### src/rtl/ram_port_pkg.sv
// Shared types and constants for the RAM port controller.
package ram_port_pkg;

  localparam int unsigned DefAddrW = 8;
  localparam int unsigned DefDataW = 8;
  localparam int unsigned DefRdLat = 1;
  localparam int unsigned MaxRdLat = 4;
  localparam int unsigned LatCntW  = $clog2(MaxRdLat) + 1;

  typedef enum logic [2:0] {
    StClear,
    StIdle,
    StRdIssue,
    StRdWait,
    StRsp
  } state_e;

endpackage

### src/rtl/ram_port_rsp_buf.sv
// Response holding register: keeps valid/data stable until the consumer handshake.
module ram_port_rsp_buf
  import ram_port_pkg::*;
#(
  parameter int unsigned DataW = DefDataW
) (
  input  logic             clk_i,
  input  logic             rst_i,
  input  logic             en_i,
  input  logic             load_i,
  input  logic [DataW-1:0] load_data_i,
  input  logic             rdy_i,
  output logic             vld_o,
  output logic [DataW-1:0] data_o
);

  logic             vld_q;
  logic [DataW-1:0] data_q;

  always_ff @(posedge clk_i) begin
    if (rst_i) begin
      vld_q  <= 1'b0;
      data_q <= '0;
    end else if (en_i) begin
      if (load_i) begin
        vld_q  <= 1'b1;
        data_q <= load_data_i;
      end else if (vld_q && rdy_i) begin
        vld_q <= 1'b0;
      end
    end
  end

  assign vld_o  = vld_q;
  assign data_o = data_q;

endmodule

### src/rtl/ram_port_ctrl.sv
// Request-to-RAM-port controller, one outstanding read. Define RAM_PORT_CLEAR_EN to zero
// the whole RAM after every reset before accepting requests.
module ram_port_ctrl
  import ram_port_pkg::*;
#(
  parameter int unsigned CAddrW = DefAddrW,
  parameter int unsigned CDataW = DefDataW,
  parameter int unsigned CRdLat = DefRdLat
) (
  input  logic              AClkH,
  input  logic              AResetH,
  input  logic              AClkHEn,
  input  logic              AReqVld,
  output logic              AReqRdy,
  input  logic              AReqWr,
  input  logic [CAddrW-1:0] AReqAddr,
  input  logic [CDataW-1:0] AReqData,
  output logic              ARspVld,
  input  logic              ARspRdy,
  output logic [CDataW-1:0] ARspData,
  output logic [CAddrW-1:0] ARamAddrWr,
  output logic [CAddrW-1:0] ARamAddrRd,
  output logic [CDataW-1:0] ARamMosi,
  input  logic [CDataW-1:0] ARamMiso,
  output logic              ARamWrEn,
  output logic              ABusy
);

  state_e              state_q;
  logic [LatCntW-1:0]  lat_cnt_q;
  logic                req_rdy_q;
  logic                wr_en_q;
  logic                busy_q;
  logic [CAddrW-1:0]   addr_wr_q;
  logic [CAddrW-1:0]   addr_rd_q;
  logic [CDataW-1:0]   mosi_q;
  logic                rsp_vld;
  logic                rsp_load;
  logic                req_fire;
  logic                rsp_fire;
`ifdef RAM_PORT_CLEAR_EN
  logic [CAddrW-1:0]   clr_addr_q;
`endif

  assign req_fire = AClkHEn & AReqVld & req_rdy_q;
  assign rsp_fire = AClkHEn & rsp_vld & ARspRdy;
  // Counter reaching zero on this edge means ARamMiso is valid now.
  assign rsp_load = AClkHEn && (state_q == StRdWait) && (lat_cnt_q == LatCntW'(1));

  always_ff @(posedge AClkH) begin
    if (AResetH) begin
`ifdef RAM_PORT_CLEAR_EN
      state_q    <= StClear;
      req_rdy_q  <= 1'b0;
      busy_q     <= 1'b1;
      clr_addr_q <= '0;
`else
      state_q    <= StIdle;
      req_rdy_q  <= 1'b1;
      busy_q     <= 1'b0;
`endif
      lat_cnt_q  <= '0;
      wr_en_q    <= 1'b0;
      addr_wr_q  <= '0;
      addr_rd_q  <= '0;
      mosi_q     <= '0;
    end else if (AClkHEn) begin
      wr_en_q <= 1'b0;
      unique case (state_q)
        StIdle: begin
          if (req_fire) begin
            if (AReqWr) begin
              addr_wr_q <= AReqAddr;
              mosi_q    <= AReqData;
              wr_en_q   <= 1'b1;
            end else begin
              addr_rd_q <= AReqAddr;
              req_rdy_q <= 1'b0;
              busy_q    <= 1'b1;
              state_q   <= StRdIssue;
            end
          end
        end
        StRdIssue: begin
          lat_cnt_q <= LatCntW'(CRdLat);
          state_q   <= StRdWait;
        end
        StRdWait: begin
          lat_cnt_q <= lat_cnt_q - LatCntW'(1);
          if (lat_cnt_q == LatCntW'(1)) state_q <= StRsp;
        end
        StRsp: begin
          if (rsp_fire) begin
            req_rdy_q <= 1'b1;
            busy_q    <= 1'b0;
            state_q   <= StIdle;
          end
        end
`ifdef RAM_PORT_CLEAR_EN
        StClear: begin
          addr_wr_q  <= clr_addr_q;
          mosi_q     <= '0;
          wr_en_q    <= 1'b1;
          clr_addr_q <= clr_addr_q + CAddrW'(1);
          if (clr_addr_q == '1) begin
            req_rdy_q <= 1'b1;
            busy_q    <= 1'b0;
            state_q   <= StIdle;
          end
        end
`endif
        default: state_q <= StIdle;
      endcase
    end
  end

  ram_port_rsp_buf #(
    .DataW (CDataW)
  ) u_rsp_buf (
    .clk_i       (AClkH),
    .rst_i       (AResetH),
    .en_i        (AClkHEn),
    .load_i      (rsp_load),
    .load_data_i (ARamMiso),
    .rdy_i       (ARspRdy),
    .vld_o       (rsp_vld),
    .data_o      (ARspData)
  );

  assign ARspVld    = rsp_vld;
  assign AReqRdy    = req_rdy_q;
  assign ARamAddrWr = addr_wr_q;
  assign ARamAddrRd = addr_rd_q;
  assign ARamMosi   = mosi_q;
  assign ARamWrEn   = wr_en_q;
  assign ABusy      = busy_q;

endmodule

### config.mk
export PLATFORM = sky130hd
export DESIGN_NAME = ram_port_ctrl
export DESIGN_NICKNAME = d
export VERILOG_FILES = /design/src/rtl/ram_port_pkg.sv /design/src/rtl/ram_port_rsp_buf.sv /design/src/rtl/ram_port_ctrl.sv
export SDC_FILE = /design/constraint.sdc
export NUM_CORES = 1
export LEC_CHECK = 0
export ABC_AREA = 1
export CORE_AREA = 2 2 68 70
export DETAILED_ROUTE_END_ITERATION = 7
export DIE_AREA = 0 0 70 72
export HOLD_SLACK_MARGIN = 0.03
export PLACE_DENSITY = 0.84
export SETUP_SLACK_MARGIN = 0.3
export SKIP_CTS_REPAIR_TIMING = 1
export SLEW_MARGIN = 20
export SYNTH_ARGS = -nofsm -noshare
export SYNTH_HDL_FRONTEND = slang
export SYNTH_HIERARCHICAL = 1
export SYNTH_SLANG_ARGS = --single-unit
### constraint.sdc
create_clock -name AClkH -period 1.7 [get_ports AClkH]
set_input_delay 0.17 -clock AClkH [delete_from_list [all_inputs] [get_ports AClkH]]
set_output_delay 0.17 -clock AClkH [all_outputs]
set_load 0.005 [all_outputs]
**After elaboration in Yosys (flattened, before gate mapping)**

Index checks and enable logic that the tools add are counted.

- Bits of input ports: 30
- Output and inout port bits: 36
- Bits in registers: 42
- Word-level logic and storage cells: 57

- Bitwise operators: 5
- Mux-type cells: 19
- Reduce and logical (&&, ||, !) cells: 13
- Add/sub/neg operators: 1
- Equal/unequal tests: 9

Operators by type and width:

| operator | count |
|---|---|
| 2-to-1 mux 3 bit | 4 |
| one-hot mux 3 bit (4 select lines) | 1 |
| 2-to-1 mux 1 bit | 11 |
| AND reduction 5 bit | 2 |
| AND reduction 4 bit | 2 |
| equality test 3 x 1 -> 1 bit, second input constant | 2 |
| equality test 3 x 2 -> 1 bit, second input constant | 2 |
| != test 2 bit, second input constant | 3 |
| one-hot mux 3 bit (2 select lines) | 1 |
| AND reduction 2 bit | 3 |
| nonzero test 2 bit | 3 |
| AND 1 bit | 4 |
| one-hot mux 1 bit (2 select lines) | 2 |
| equality test 3 bit, second input constant | 1 |
| logical AND 1 bit | 3 |
| subtractor 3 x 1 -> 3 bit, second input constant | 1 |
| != test 2 x 1 -> 1 bit, second input constant | 1 |
| inverter 1 bit | 1 |

**Depth between registers and ports, before layout**

- Depth in word-level cells: 5
- Depth in mapped cells: 11

**Modules after synthesis**

The synthesis kept the hierarchy.

By module, submodules not included:

| module | area each (µm²) | instances | cells an instance | sequential area each (µm²) |
|---|---|---|---|---|
| ram_port_ctrl | 1,432.6 | 1 | 185 | 660.6 |
| ram_port_rsp_buf | 372.9 | 1 | 55 | 180.2 |

**Least setup slack after synthesis**

Ideal clock, no wire load.

- Kind: reg-to-reg
- From: register lat_cnt_q[1]
- To: register u_rsp_buf.data_q[2], in the netlist u_rsp_buf/data_o[2]
- Arrival time: 1,368 ps
- Setup slack: 218 ps
- Period minus slack after synthesis: 1,482 ps
- Cell stages (with the launch flop): 11
- Setup time: 114 ps
- Required time: 1,586 ps
- Path buffers: 1
- Cells stage by stage: dfxtp_1 -> inv_1 -> ha_1 -> inv_1 -> o21ai_0 -> nand3_1 -> nor2_1 -> nand2_2 -> buf_6 -> nor2_1 -> nor2_2

- Longest elaborated chain between the ends: 3

Ends and longest elaborated chain:

| element | RTL line | text |
|---|---|---|
| start: declaration | ram_port_ctrl.sv:30 | `logic [LatCntW-1:0] lat_cnt_q;` |
| start signal: assignment | ram_port_ctrl.sv:85 | `lat_cnt_q <= LatCntW'(CRdLat);` |
| start signal: assignment | ram_port_ctrl.sv:89 | `lat_cnt_q <= lat_cnt_q - LatCntW'(1);` |
| equality test 3 x 1 -> 1 bit | ram_port_ctrl.sv:48 | `assign rsp_load = AClkHEn && (state_q == StRdWait) && (lat_cnt_q == LatCntW'(1));` |
| logical AND 1 bit | ram_port_ctrl.sv:48 |  |
| via rsp_load | ram_port_ctrl.sv:38 | `logic rsp_load;` |
| AND reduction 2 bit (no source line) | - |  |
| end signal: assignment | ram_port_rsp_buf.sv:27 | `data_q <= load_data_i;` |
| end: declaration | ram_port_rsp_buf.sv:18 | `logic [DataW-1:0] data_q;` |

The timed path passes the listed nets, and every way through them passes these cells.
A chain may end at the register's enable or synchronous reset.

**Worst setup path after layout**

Same ends and word-level chain as after synthesis.

==> impl_metrics.json <==
{
  "finClkSkew_ns": 0.00584,
  "clock_path_buffers": 2,
  "placed_area_um2": 2540,
  "crit_type": "reg -> reg",
  "syn_nets": 272,
  "start_util": 0.423,
  "grt_pass1_vias": 1626,
  "cts_tree": "yes",
  "setup_slack_ns": 0.243,
  "dr.pass1.iters": 4,
  "setup_viol": 0,
  "wirelength_um": 4700,
  "ioPinCount": 66,
  "ys_warn_count": 6,
  "final_cell_mix": "clkdlybuf4s50_1 (65), nor2_1 (52), dfxtp_1 (35), nand2_1 (35), a21oi_1 (22)",
  "regArea_um2": 852,
  "cts_num_sinks": 42,
  "yosysSeqAreaShare": 0.466,
  "synth-edff-count": 0,
  "async_flop_share": 0,
  "dieHeight_um": 72,
  "avgViaCountPerCell": 4.91,
  "slew_headroom": 0.820,
  "antenna_left": 0,
  "portBuffers": 65,
  "period_share": 0.857,
  "multi_input_area_um2": 896,
  "final_util": 0.640,
  "diodes": 0,
  "total_leakage_power_nw": 1.13,
  "fmax_mhz": 686,
  "fin_area_um2": 2730,
  "synth_top_area_share": 0.466,
  "ys_ff_latch": 42,
  "grt_overflow": 0,
  "hold_class": "in -> reg",
  "antenna_found_initial": 0,
  "fp-row-count": 24,
  "cts_buffers": 5,
  "startpoint_type": "register",
  "final-hold-violation-count": 0,
  "drv_cap": 0,
  "synth_area_per_cell_um2": 7.52,
  "ir_worst_vdd_mv": 0.573,
  "clk_pin_slew_worst_paths_ns": 0.07,
  "cp-end-kind": "register",
  "grt_max_degree": 18,
  "insertion_delay_ns": 0.30,
  "die_w_um": 70,
  "instances_no_fill": 371,
  "final.min_clock_period_ns": 1.46,
  "htreeDepth": 2,
  "vias": 1821,
  "worstPathRequired_ns": 1.94,
  "wl_per_cell_um": 12.7,
  "mostFrequentLayoutCell": "clkdlybuf4s50_1",
  "synth_cells": 240,
  "post-route-drc-count": 0,
  "worstPathMaxFanout": 8,
  "grt_pass1_wl_um": 7200,
  "die-area_um2": 5040,
  "rsz0062_at_grt": "yes",
  "syn2layout_area_growth_pct": 51.1,
  "grt.total_usage": 0.179,
  "ys.flop_type": "dfxtp_1",
  "whs_ns": 0.449,
  "fillCellCount": 373,
  "outcome": "finished clean",
  "slew_viol_final": 0,
  "gp_congestion": 0.833,
  "dp_cells": 359,
  "core_area_um2": 4260,
  "synth_area_leaders": "dfxtp_1 (47%), nor2_1 (12%), nand2_1 (7.9%)",
  "cp.arrival_ns": 1.70,
  "synth_top_cell_by_area": "dfxtp_1",
  "drtIter0Drc": 57,
  "ys_types": 24,
  "syn-cell-area_um2": 1810,
  "fin_nets": 351,
  "worst_pin_slew_ns": 0.270,
  "root_buffer": "clkbuf_8",
  "pre_cts_ws_ns": -0.104,
  "cellPowerDensity_nw_per_um2": 1090,
  "drive_gt1_frac": 0.169,
  "post-dp-hpwl_um": 3200
}
==> kinds of logic (layout without fill, tap and decap cells) <==
family,Yosys count,in the layout,share of synthesized area
simple gates,115,117,0.295
flops,42,42,0.466
buf+inv,31,108,0.0832
fa+ha+maj,2,2,0.0139
compound gates,50,50,0.143
==> area by class of cell <==
type                    instances  share of cell area
clock buffers                   6              0.0266
clock inverters                 1             0.00275
inverters                      24              0.0335
multi-input cells             169               0.328
flip-flops and latches         42               0.312
well taps                      52              0.0238
repair buffers                 77               0.273
==> sequential cells by signal, indices dropped and copies added, names as in the netlist <==
| name | cells |
|---|---|
| state_q | 3 |
| ARamAddrWr | 8 |
| AReqRdy | 1 |
| lat_cnt_q | 3 |
| ABusy | 1 |
| u_rsp_buf/vld_o | 1 |
| u_rsp_buf/data_o | 8 |
| ARamMosi | 8 |
| ARamAddrRd | 8 |
| ARamWrEn | 1 |
==> layer usage <==
| layer | part of all wire | global-route usage | vias up |
|---|---|---|---|
| met2 | 0.47 | 0.291 | 79 |
| met5 | 0 | 0 | - |
| met4 | 0.020 | 0.0620 | 0 |
| met3 | 0.084 | 0.0625 | 11 |
| li1 | - | - | 924 |
| met1 | 0.42 | 0.223 | 807 |
==> report_power, final <==
part           internal, mW  switching, mW  total [mW]
registers              1.11          0.111        1.23
logic                 0.511          0.612        1.12
clock network         0.282          0.332       0.613
total                  1.91           1.05        2.96
==> cell usage after synthesis, types with 2 or more instances <==
master	count
inv_2	3
nand2_1	38
ha_1	2
nor2_8	2
nand2_2	2
dfxtp_1	42
inv_1	20
nand4_1	3
nand3_4	2
o21ai_1	8
clkbuf_1	2
buf_6	3
a21oi_1	22
nor2_1	56
nand3_1	9
o21ai_0	18
==> worst paths after layout <==
check	from	end	slack, ns	depth (start not counted)
setup / recovery	lat_cnt_q[1]	u_rsp_buf/data_o[2]	0.24	10
hold / removal	ARamMiso[6]	u_rsp_buf/data_o[6]	0.45	3
setup reg to reg	lat_cnt_q[1]	u_rsp_buf/data_o[2]	0.24	10
hold reg to reg	ARamWrEn	ARamWrEn	0.47	2
==> stage by stage <==
stage               total power, mW  setup TNS, ns
floorplan                      1.84              0
global placement               2.20        -0.0868
detailed placement             2.22         -0.748
CTS                            2.85              0
global route                   3.15              0
finish                         2.96              0
==> worst max-delay path, stage by stage (launching register included) <==
cell     delay (ns)
dfxtp_2        0.33
inv_2          0.07
ha_4           0.13
inv_2          0.04
o21ai_4        0.19
nand3_4        0.13
nor2_4         0.19
nand2_4        0.12
nand2_2        0.09
nand2_2        0.05
nor2_2         0.07
(Power assumes the default switching activity.)
